### src/rtl/vga_pkg.sv
// Shared VGA timing constants and helpers for the raster timing generator.
// Defaults describe 640x480@60 (800x525 total at a 25 MHz pixel rate).
package vga_pkg;

   localparam int unsigned DEF_H_ACTIVE = 640;
   localparam int unsigned DEF_H_FP     = 16;
   localparam int unsigned DEF_H_SYNC   = 96;
   localparam int unsigned DEF_H_BP     = 48;
   localparam int unsigned DEF_V_ACTIVE = 480;
   localparam int unsigned DEF_V_FP     = 10;
   localparam int unsigned DEF_V_SYNC   = 2;
   localparam int unsigned DEF_V_BP     = 33;

   localparam logic POL_LOW  = 1'b0;
   localparam logic POL_HIGH = 1'b1;

   function automatic int unsigned h_total(input int unsigned active, input int unsigned fp,
                                           input int unsigned sync, input int unsigned bp);
      return active + fp + sync + bp;
   endfunction

   function automatic int unsigned v_total(input int unsigned active, input int unsigned fp,
                                           input int unsigned sync, input int unsigned bp);
      return active + fp + sync + bp;
   endfunction

endpackage

### src/rtl/timing_axis_counter.sv
// One raster axis: wrapping position counter plus decode of its next-state value,
// so the parent can register decoded outputs in step with the count.
module timing_axis_counter #(
   parameter int unsigned Width     = 16,
   parameter int unsigned Length    = 800,
   parameter int unsigned Active    = 640,
   parameter int unsigned SyncStart = 656,
   parameter int unsigned SyncLen   = 96
) (
   input  logic             clk_i,
   input  logic             rst_ni,
   input  logic             en_i,
   output logic [Width-1:0] count_o,
   output logic [Width-1:0] count_nxt_o,
   output logic             wrap_o,
   output logic             active_nxt_o,
   output logic             sync_nxt_o
);

   localparam logic [Width-1:0] Last      = Width'(Length - 1);
   localparam logic [Width-1:0] ActEnd    = Width'(Active);
   localparam logic [Width-1:0] SyncFirst = Width'(SyncStart);
   localparam logic [Width-1:0] SyncLast  = Width'(SyncStart + SyncLen - 1);

   logic [Width-1:0] count_q, count_d;

   always_comb begin
      wrap_o  = en_i && (count_q == Last);
      count_d = count_q;
      if (en_i) begin
         count_d = wrap_o ? '0 : count_q + Width'(1);
      end
   end

   always_ff @(posedge clk_i or negedge rst_ni) begin
      if (!rst_ni) begin
         count_q <= '0;
      end else begin
         count_q <= count_d;
      end
   end

   assign count_o      = count_q;
   assign count_nxt_o  = count_d;
   assign active_nxt_o = (count_d < ActEnd);
   assign sync_nxt_o   = (count_d >= SyncFirst) && (count_d <= SyncLast);

endmodule

### src/rtl/vga_timing_gen.sv
// VGA raster timing generator: h/v counters with registered sync, active-area
// and strobe outputs aligned to the counts in the same cycle.
module vga_timing_gen
   import vga_pkg::*;
#(
   parameter int unsigned H_ACTIVE = DEF_H_ACTIVE,
   parameter int unsigned H_FP     = DEF_H_FP,
   parameter int unsigned H_SYNC   = DEF_H_SYNC,
   parameter int unsigned H_BP     = DEF_H_BP,
   parameter int unsigned V_ACTIVE = DEF_V_ACTIVE,
   parameter int unsigned V_FP     = DEF_V_FP,
   parameter int unsigned V_SYNC   = DEF_V_SYNC,
   parameter int unsigned V_BP     = DEF_V_BP,
   parameter logic        HS_POL   = POL_LOW,
   parameter logic        VS_POL   = POL_LOW,
   parameter int unsigned CNT_W    = 16,
   parameter int unsigned FRAME_W  = 16
) (
   input  logic               vga_clk,
   input  logic               vga_rst_n,
   input  logic               pix_en,
   output logic [CNT_W-1:0]   h_count,
   output logic [CNT_W-1:0]   v_count,
   output logic               hsync,
   output logic               vsync,
   output logic               video_on,
   output logic [CNT_W-1:0]   x,
   output logic [CNT_W-1:0]   y,
   output logic               line_start,
   output logic               frame_start,
   output logic [FRAME_W-1:0] frame_count
);

   localparam int unsigned H_TOTAL = h_total(H_ACTIVE, H_FP, H_SYNC, H_BP);
   localparam int unsigned V_TOTAL = v_total(V_ACTIVE, V_FP, V_SYNC, V_BP);

   if (longint'(H_TOTAL) >= (longint'(1) << CNT_W)) begin : g_h_total_too_wide
      $error("H_TOTAL does not fit in CNT_W bits");
   end
   if (longint'(V_TOTAL) >= (longint'(1) << CNT_W)) begin : g_v_total_too_wide
      $error("V_TOTAL does not fit in CNT_W bits");
   end

   logic [CNT_W-1:0] h_nxt, v_nxt;
   logic             h_wrap, v_wrap;
   logic             h_act_nxt, v_act_nxt;
   logic             h_sync_nxt, v_sync_nxt;

   timing_axis_counter #(
      .Width     (CNT_W),
      .Length    (H_TOTAL),
      .Active    (H_ACTIVE),
      .SyncStart (H_ACTIVE + H_FP),
      .SyncLen   (H_SYNC)
   ) u_h_axis (
      .clk_i        (vga_clk),
      .rst_ni       (vga_rst_n),
      .en_i         (pix_en),
      .count_o      (h_count),
      .count_nxt_o  (h_nxt),
      .wrap_o       (h_wrap),
      .active_nxt_o (h_act_nxt),
      .sync_nxt_o   (h_sync_nxt)
   );

   timing_axis_counter #(
      .Width     (CNT_W),
      .Length    (V_TOTAL),
      .Active    (V_ACTIVE),
      .SyncStart (V_ACTIVE + V_FP),
      .SyncLen   (V_SYNC)
   ) u_v_axis (
      .clk_i        (vga_clk),
      .rst_ni       (vga_rst_n),
      .en_i         (h_wrap),
      .count_o      (v_count),
      .count_nxt_o  (v_nxt),
      .wrap_o       (v_wrap),
      .active_nxt_o (v_act_nxt),
      .sync_nxt_o   (v_sync_nxt)
   );

   logic               hsync_q, hsync_d;
   logic               vsync_q, vsync_d;
   logic               video_on_q, video_on_d;
   logic [CNT_W-1:0]   x_q, x_d, y_q, y_d;
   logic               line_start_q, line_start_d;
   logic               frame_start_q, frame_start_d;
   logic [FRAME_W-1:0] frame_count_q, frame_count_d;

   // Decode is gated by pix_en so the reset-entry state (video_on=0 at 0,0) holds until the
   // first real tick.
   always_comb begin
      hsync_d       = hsync_q;
      vsync_d       = vsync_q;
      video_on_d    = video_on_q;
      x_d           = x_q;
      y_d           = y_q;
      line_start_d  = h_wrap;
      frame_start_d = v_wrap;
      frame_count_d = frame_count_q + FRAME_W'(v_wrap);
      if (pix_en) begin
         hsync_d    = h_sync_nxt ? HS_POL : ~HS_POL;
         vsync_d    = v_sync_nxt ? VS_POL : ~VS_POL;
         video_on_d = h_act_nxt && v_act_nxt;
         x_d        = video_on_d ? h_nxt : '0;
         y_d        = video_on_d ? v_nxt : '0;
      end
   end

   always_ff @(posedge vga_clk or negedge vga_rst_n) begin
      if (!vga_rst_n) begin
         hsync_q       <= ~HS_POL;
         vsync_q       <= ~VS_POL;
         video_on_q    <= 1'b0;
         x_q           <= '0;
         y_q           <= '0;
         line_start_q  <= 1'b0;
         frame_start_q <= 1'b0;
         frame_count_q <= '0;
      end else begin
         hsync_q       <= hsync_d;
         vsync_q       <= vsync_d;
         video_on_q    <= video_on_d;
         x_q           <= x_d;
         y_q           <= y_d;
         line_start_q  <= line_start_d;
         frame_start_q <= frame_start_d;
         frame_count_q <= frame_count_d;
      end
   end

   assign hsync       = hsync_q;
   assign vsync       = vsync_q;
   assign video_on    = video_on_q;
   assign x           = x_q;
   assign y           = y_q;
   assign line_start  = line_start_q;
   assign frame_start = frame_start_q;
   assign frame_count = frame_count_q;

endmodule
### config.mk
export PLATFORM = sky130hd
export DESIGN_NAME = vga_timing_gen
export DESIGN_NICKNAME = d
export VERILOG_FILES = /design/src/rtl/vga_pkg.sv /design/src/rtl/timing_axis_counter.sv /design/src/rtl/vga_timing_gen.sv
export SDC_FILE = /design/constraint.sdc
export NUM_CORES = 1
export LEC_CHECK = 0
export CORE_MARGIN = 2
export CORE_UTILIZATION = 46
export CTS_CLUSTER_DIAMETER = 150
export DETAILED_ROUTE_END_ITERATION = 7
export GPL_TIMING_DRIVEN = 0
export PLACE_DENSITY_LB_ADDON = 0.15
export SYNTH_ARGS = -nofsm -noshare
export SYNTH_HDL_FRONTEND = slang
export SYNTH_HIERARCHICAL = 1
export SYNTH_SLANG_ARGS = --single-unit
### constraint.sdc
create_clock -name vga_clk -period 3.3 [get_ports vga_clk]
set_clock_uncertainty 0.05 [all_clocks]
set_input_delay 0.99 -clock vga_clk [delete_from_list [all_inputs] [get_ports vga_clk]]
set_output_delay 0.99 -clock vga_clk [all_outputs]
set_load 0.1 [all_outputs]
==> results_dict.tcl, run 1 <==
set metrics [dict create \
    critPathLaunchType "input pin" \
    p_leak_nw 2.56 \
    die_w_um 96.7 \
    fmax_mhz 313 \
    timing.final.ws_setup_ps 105 \
    drt-initial-drc-count 157 \
    path_max_fanout 6 \
    ir_drop_mv 0.371 \
    antenna_found_initial 0 \
    grt_pass1_vias 3140 \
    end_kind "flip-flop" \
    numPortBuffers 87 \
    synth_edf_count 0 \
    syn-cell-area_um2 3960 \
    final.period_utilization 0.968 \
    yosysSeqAreaShare 0.538 \
    drc_errors 0 \
    yosysMostFrequentCell "dfrtp_1" \
    tightest_slew_ps 1030 \
    die-area_um2 9360 \
    hp-class "reg2reg" \
    insertion_delay_ps 340 \
    cts-root-buf "clkbuf_8" \
    crit_required_ps 3480 \
    post-place-ws_ps -1280 \
    relSlewSlack 0.310 \
    ys_async_sr_fraction 1.00 \
    cts_tree "built" \
    fp.coreArea_um2 8260 \
    routed_via_density 5.51 \
    netlist.area_leader.share 0.525 \
    initial_core_util 0.479 \
    routed_wl_um 9720 \
    clkSinkCount 85 \
    wl_per_cell_um 16.9 \
    syn_avg_cell_area_um2 11.5 \
    ys_types 52 \
    yosysWarnings 6 \
    grt_pass1_wl_um 16000 \
    overflow 0 \
    final_layout_size_suffix_gt1_frac 0.207 \
    ys_seq_elements 85 \
    post-route-min-period_ps 3190 \
    cts_buffer_depth 2 \
    synth_common_cells "dfrtp_1, a22o_1, xor2_1, nand2_1, nor2_1" \
    reg2reg_depth 14 \
    status "finished clean" \
    rows 33 \
    setup_viol 0 \
    fin_util 0.672 \
    grt_max_degree 59 \
    yosys-top-cells-area "dfrtp_1, a22o_1, xor2_1" \
    grt_use_total 0.212 \
    num_vias 3161 \
    fp.dieH_um 96.7 \
    gp_congestion 0.813 \
    slew_viol_final 0 \
    syn_to_final_growth_pct 40.4 \
    synthFlopType "dfrtp_1" \
    ant_nets 0 \
    maxCapViolCount 0 \
    path_clk_slew_ps 80 \
    post-dp-hpwl_um 6610 \
    cts_buffers 9 \
    synth_cells 343 \
    io_pins 88 \
    hold_path_depth 1 \
    worstSetupPathType "in2reg" \
    cp.arrival_ps 3380 \
    power_density_nw_per_um2 479 \
    firstDrtPassIters 4 \
    fin_nets 473 \
    antennaDiodeCount 0 \
    cts_max_level 3 \
    finalHoldViolCount 0 \
    synth_fp_nets 352 \
    synth_area_leader_cell "dfrtp_1" \
]
==> placed cells by master, fill, tap and decap left out, drive strengths merged, types with 2 or more instances in the layout <==
cell	n
a21boi	2
a21oi	2
a22o	32
and3	3
buf	37
clkbuf	14
clkdlybuf4s50	85
clkinvlp	2
dfrtp	83
dfstp	2
ha	6
inv	16
mux2i	3
nand2	24
nand2b	2
nand3	19
nand4	18
nand4b	2
nor2	20
nor2b	2
nor3	12
nor4	12
o21ai	7
o31ai	3
or4	4
xnor2	15
xor2	27
==> worst max-delay path, stage by stage <==
cell and delay (ps):
buf_8 80, nor4bb_4 180, nand4_1 200, inv_2 120, buf_6 130, nand3_4 110, nor4_1 390, xor2_1 220
nand4b_1 180, a21boi_1 90, and3_1 200, buf_8 140, buf_8 130, a22o_1 200
==> worst paths after layout <==
kind	startpoint	to	slack (ps)
min in group asynchronous	vga_rst_n	frame_count[4]	510
hold / removal	frame_count[15]	frame_count[15]	430
max in group asynchronous	vga_rst_n	vsync	2040
setup reg to reg	u_h_axis/count_o[1]	y[7]	150
hold reg to reg	frame_count[15]	frame_count[15]	430
setup / recovery	pix_en	y[7]	110
==> metrics by stage <==
step | hold WS, ps | total power [mW] | TNS [ps] | std cells | cell area, um2
2_1_floorplan | 644 | 1.78 | -8030 | 343 | 4060
3_3_place_gp | 407 | 1.98 | -202840 | 535 | 5060
3_5_place_dp | 430 | 1.99 | -56870 | 536 | 5090
4_1_cts | 439 | 2.68 | -1730 | 568 | 5460
5_1_grt | 448 | 2.78 | -831 | 574 | 5550
6_report | 434 | 2.66 | 0 | 574 | 5550
==> report_power, final <==
part / leakage (nW) / internal, mW / switching (mW)
Combinational: 1.34 / 0.196 / 0.603
Sequential: 1.13 / 1.11 / 0.0845
Clock: 0.0857 / 0.314 / 0.357
==> cells by family after synthesis <==
| group | synth area share |
|---|---|
| fa+ha+maj | 0.0190 |
| xor+xnor | 0.0930 |
| simple gates | 0.200 |
| buf+inv | 0.0300 |
| mux | 0.0104 |
| flops | 0.538 |
| compound gates | 0.109 |
==> what timing repair did <==
action,in CTS,in global routing
pin swaps,13,12
buffers inserted,15,9
setup endpoints to repair,53,38
hold buffers,0,0
gates cloned,2,0
resized for setup,15,15
==> flip-flops by register name (all words and copies together), names as in the netlist <==
register          flops
frame_count          16
frame_start           1
hsync                 1
line_start            1
u_h_axis/count_o     16
u_v_axis/count_o     16
video_on              1
vsync                 1
x                    16
y                    16
==> routing by layer <==
layer  wire length, um  global-route usage  share of wire  vias to the layer above
met5                 0                   0              0                        -
met4                60              0.0520         0.0062                        0
met3               496              0.0520          0.051                        6
met2              4690               0.331           0.48                       75
met1              4460               0.302           0.46                     1592
li1                  -                   -              -                     1488
==> final cells by class <==
| class | count | area (um2) |
|---|---|---|
| plain buffers | 12 | 101 |
| clock buffers | 13 | 159 |
| clock inverters | 3 | 20.0 |
| fillers | 671 | 2710 |
| inverters | 16 | 60.1 |
| multi-input cells | 229 | 1860 |
| flip-flops and latches | 85 | 2130 |
| well taps | 105 | 131 |
| repair buffers | 111 | 1080 |
(Power assumes the default switching activity.)
==> inputs of run 2 (changes only) <==
CORE_UTILIZATION = 47   (was 46)
CTS_BUF_LIST = sky130_fd_sc_hd__clkbuf_4   (was not set)
==> run 2 against run 1 <==
Total power shrank 2.9%. Via count shrank 1.7%. Sequential power is essentially flat. Maximum frequency shrank 0.72%. Combinational power is essentially flat. Non-clock buffer count grew 1. Final cell count grew 0.17%. Sequential cell count is the same. Critical path depth grew 1. Critical endpoint is now x[3].
==> results_dict.tcl, run 2 (same netlist as run 1, synthesis figures left out) <==
set metrics [dict create \
    status "finished clean" \
    hp-class "in2async" \
    critPathLaunchType "flip-flop" \
    path_common_cell "nand4_1" \
    drt-initial-drc-count 154 \
    numPortBuffers 87 \
    path_clk_slew_ps 130 \
    drc_errors 0 \
    ir_drop_mv 0.507 \
    cts_tree "built" \
    firstDrtPassIters 5 \
    grt_max_degree 59 \
    crit_required_ps 3570 \
    grt_use_total 0.218 \
    final.period_utilization 0.975 \
    cp.arrival_ps 3490 \
    place_area_um2 5090 \
    cts_buffer_depth 2 \
    r2r_end "x[3]" \
    routed_via_density 5.41 \
    end_kind "flip-flop" \
    fmax_mhz 311 \
    cp_top_family "simple AND/OR/NAND/NOR gates" \
    setup_viol 0 \
    post-route-min-period_ps 3220 \
    final_cell_mix "clkdlybuf4s50_1, dfrtp_1, a22o_1" \
    grt_pass1_vias 3026 \
    path_max_fanout 8 \
    overflow 0 \
    crit_buf_inv 4 \
    fin_nets 474 \
    hold_buffers 0 \
    tightest_slew_ps 1010 \
    cts_max_level 3 \
    gp_congestion 0.817 \
    final_layout_size_suffix_gt1_frac 0.209 \
    p_leak_nw 2.55 \
    worstReg2RegStart "u_h_axis/count_o[0]" \
    die_w_um 95.7 \
    antenna_found_initial 0 \
    routed_wl_um 9440 \
    design_power_total_mw 2.58 \
    antennaDiodeCount 0 \
    num_vias 3108 \
    insertion_delay_ps 420 \
    reg2reg_depth 15 \
    worstSetupPathDepth 15 \
    stdcell_area_um2 5540 \
    maxCapViolCount 0 \
    relSlewSlack 0.323 \
    power_density_nw_per_um2 467 \
    r2r_setup_slack_ps 80 \
    ant_nets 0 \
    io_pins 88 \
    post-dp-hpwl_um 6420 \
    finalHoldViolCount 0 \
    grt_pass1_wl_um 15400 \
    fp.coreArea_um2 8180 \
    cts_buffers 9 \
    critPathSlowestCell "dfrtp_2" \
    fp.dieH_um 95.7 \
    rows 33 \
    clkSinkCount 85 \
    die-area_um2 9170 \
    worstSetupPathType "reg2reg" \
    initial_core_util 0.484 \
    worstPathCellList "ha_2 > and4b_2 > nand4_1 > inv_2 > buf_6 > nand3_4 > nor2_1 > nand2_1 > xnor2_2 > nand4_1 > a21boi_1 > and3_1 > buf_8 > clkbuf_16 > a22o_1" \
    slowest_delay_ps 440 \
    syn_to_final_growth_pct 40.0 \
    wl_per_cell_um 16.4 \
    final_common_cell "clkdlybuf4s50_1" \
    fillers 638 \
    slew_viol_final 0 \
    cts-root-buf "clkbuf_4" \
]
==> run 2: cell types whose count changed in the layout (fill, tap and decap cells not counted), sizes merged <==
cell    previous run  this run
inv               16        17
bufinv             0         1
buf               37        36
clkinv             1         2
clkbuf            14        13
==> run 2: power by group <==
part / internal (mW) / total [mW] / switching (mW)
Sequential: 1.11 / 1.19 / 0.0846
Combinational: 0.195 / 0.798 / 0.603
Clock: 0.239 / 0.594 / 0.356
Total: 1.54 / 2.58 / 1.04
==> run 2: how the worst max path moves through the flow <==
stage | slack (ps) | endpoint | start
3_5_place_dp | -1460 | frame_count[15] | pix_en
2_1_floorplan | -230 | frame_count[10] | pix_en
5_1_grt | -20 | x[3] | u_h_axis/count_o[0]
4_1_cts | 20 | x[6] | u_h_axis/count_o[2]
6_report | 80 | x[3] | u_h_axis/count_o[0]
3_3_place_gp | -2100 | u_h_axis/count_o[1] | vga_rst_n
==> run 2: per-stage QoR <==
stage / util / setup slack [ps] / setup TNS (ps) / hold slack [ps] / std cells
2_1_floorplan: - / -231 / -8030 / 644 / 343
3_3_place_gp: 0.620 / -2100 / -208750 / 407 / 535
3_5_place_dp: 0.623 / -1460 / -69570 / 414 / 536
4_1_cts: 0.660 / 15.4 / 0 / 411 / 565
5_1_grt: 0.678 / -24.1 / -53.7 / 430 / 575
6_report: 0.678 / 81.9 / 0 / 431 / 575
==> run 2: timing repair <==
item	4_1_cts	5_1_grt
setup endpoints to repair	57	41
pin swaps	8	12
resized for setup	15	11
buffers inserted	12	9
hold endpoints to repair	0	0
cloned	1	2
==> run 2: final cells by class <==
| cell class | instances | area, um2 | share of cell area |
|---|---|---|---|
| clock inverter | 6 | 62.6 | 0.0113 |
| timing repair buffer | 112 | 1140 | 0.205 |
| buffer | 12 | 101 | 0.0183 |
| tap | 105 | 131 | 0.0237 |
| multi-input combinational | 229 | 1840 | 0.332 |
| clock buffer | 10 | 75.1 | 0.0136 |
| inverter | 16 | 60.1 | 0.0108 |
| sequential | 85 | 2130 | 0.385 |
==> run 2: metal layers <==
layer,part of all wire,GRT usage
met1,0.47,0.317
met2,0.48,0.334
met3,0.050,0.0407
met4,0.0033,0.0643
met5,0,0
==> inputs of run 3 (changes only) <==
CORE_UTILIZATION = 50   (was 47)
CTS_BUF_LIST = sky130_fd_sc_hd__clkbuf_16   (was sky130_fd_sc_hd__clkbuf_4)
clock period = 3.2 ns   (was 3.3 ns; I/O delays follow)
==> run 3 against run 2 <==
The flow now finishes with violations (setup timing). Sequential cell count unchanged. Total power increased by 23%. Critical path depth increased by 1. First-iteration DRC count decreased by 18%. Final cell count increased by 1.4%. Count of clock-buffer cells in the layout decreased by 1.
==> results_dict.tcl, run 3 (same netlist as run 1, synthesis figures left out) <==
set metrics [dict create \
    status "finished with violations" \
    violations "setup timing" \
    met3_usage 0.0521 \
    num_vias 3290 \
    hold_ws_ps 416 \
    overflow 0 \
    finalNonFillerCells 583 \
    firstDrtPassIters 4 \
    antenna_found_initial 0 \
    path_clk_slew_ps 60 \
    fp.dieH_um 93.0 \
    grt_pass1_vias 3114 \
    ant_nets 0 \
    post-dp-hpwl_um 6240 \
    initial_core_util 0.515 \
    grt_pass1_wl_um 15800 \
    die_w_um 93.0 \
    finalHoldViolCount 0 \
    post-route-min-period_ps 3380 \
    gr-max-usage-layer "met2" \
    rows 32 \
    final_layout_size_suffix_gt1_frac 0.227 \
    cts_buffers 9 \
    grt_util_met2 0.359 \
    antennaDiodeCount 0 \
    final.period_utilization 1.06 \
    ir_drop_mv 0.703 \
    io_pins 88 \
    multi_input_area_um2 1860 \
    design_power_total_mw 3.17 \
    cts_max_level 3 \
    relSlewSlack 0.322 \
    dp_cells 533 \
    hp-class "reg2reg" \
    gp_congestion 0.833 \
    grt_max_degree 58 \
    insertion_delay_ps 340 \
    clkSinkCount 85 \
    numPortBuffers 87 \
    final_cell_mix "clkdlybuf4s50_1, dfrtp_1, a22o_1" \
    wl_per_cell_um 17.6 \
    slew_viol_final 0 \
    tightest_slew_ps 1010 \
    rsz0062_at_grt "yes" \
    r2r_setup_slack_ps -180 \
    cts_buffer_depth 2 \
    cts_tree "built" \
    crit_required_ps 3370 \
    die-area_um2 8640 \
    fillers 505 \
    p_leak_nw 2.73 \
    final_common_cell "clkdlybuf4s50_1" \
    worstSetupPathType "in2reg" \
    cts-root-buf "clkbuf_16" \
    fp.coreArea_um2 7690 \
    drt-initial-drc-count 127 \
    path_max_fanout 5 \
    grt_use_total 0.232 \
    setup_viol 33 \
    critPathLaunchType "input pin" \
    end_kind "flip-flop" \
    maxCapViolCount 0 \
    routed_via_density 5.64 \
    routed_wl_um 10200 \
    cp.arrival_ps 3560 \
    post-place-ws_ps -1320 \
    seqCellArea_um2 2140 \
    power_density_nw_per_um2 543 \
    fmax_mhz 295 \
    drc_errors 0 \
    syn_to_final_growth_pct 47.6 \
    fin_nets 485 \
    timing.final.ws_setup_ps -185 \
    use_met1 0.332 \
]
-- run 3: cell count changes in the layout (fill, tap and decap cells not counted), sizes merged --
cell and change:
clkinvlp -2, bufinv +1, inv +1, buf +11, clkbuf -1, clkinv +1
-- run 3: timing repair --
action,4_1_cts,5_1_grt
pin swaps,10,15
endpoints found under the setup margin,58,39
buffers inserted,12,21
hold buffers,0,0
cloned,2,2
gates resized for setup,15,19
-- run 3: area by class of cell --
class                           count  share of cell area
Inverter                           16              0.0103
Multi-Input combinational cell    229               0.318
Clock buffer                        9              0.0386
Clock inverter                      7              0.0154
Sequential cell                    85               0.366
Tap cell                          102              0.0219
Buffer                             12              0.0182
Timing Repair Buffer              123               0.212
-- run 3: layer usage --
| layer | vias up | wire length, um |
|---|---|---|
| li1 | 1515 | - |
| met3 | 11 | 625 |
| met2 | 115 | 4850 |
| met4 | 0 | 148 |
| met1 | 1649 | 4620 |
| met5 | - | 0 |
-- run 3: power breakdown --
part	switching, mW	internal, mW	total (mW)
clock network	0.412	0.680	1.09
registers	0.0917	1.15	1.24
logic	0.631	0.210	0.841
total	1.13	2.04	3.17
-- run 3: stage by stage --
stage                     TNS (ps)   util  area [um2]
after floorplan             -11020      -        4070
after global placement     -214510  0.659        5060
after detailed placement    -64330  0.662        5090
after CTS                    -5170  0.723        5560
after global routing         -9320  0.760        5840
final                        -5190  0.760        5840
-- run 3: worst max-delay path, stage by stage --
cell	delay, ps
buf_8	70
nor4bb_4	200
nand4_1	230
inv_2	130
buf_6	140
nand3_4	140
buf_4	190
nor4_4	150
xor2_1	270
nand4b_1	180
a21boi_1	80
and3_1	210
buf_12	140
buf_4	130
clkbuf_16	140
a22o_1	170
-- run 3: path summary, 6_finish.rpt --
check                                          from         endpoint  cells past startpoint
worst min-delay path                frame_count[15]  frame_count[15]                      1
worst max register to register  u_h_axis/count_o[0]             x[2]                     16
worst max-delay path                         pix_en             x[2]                     16
max in group asynchronous                 vga_rst_n            hsync                      2
worst min register to register      frame_count[15]  frame_count[15]                      1
min in group asynchronous                 vga_rst_n   frame_count[4]                      1
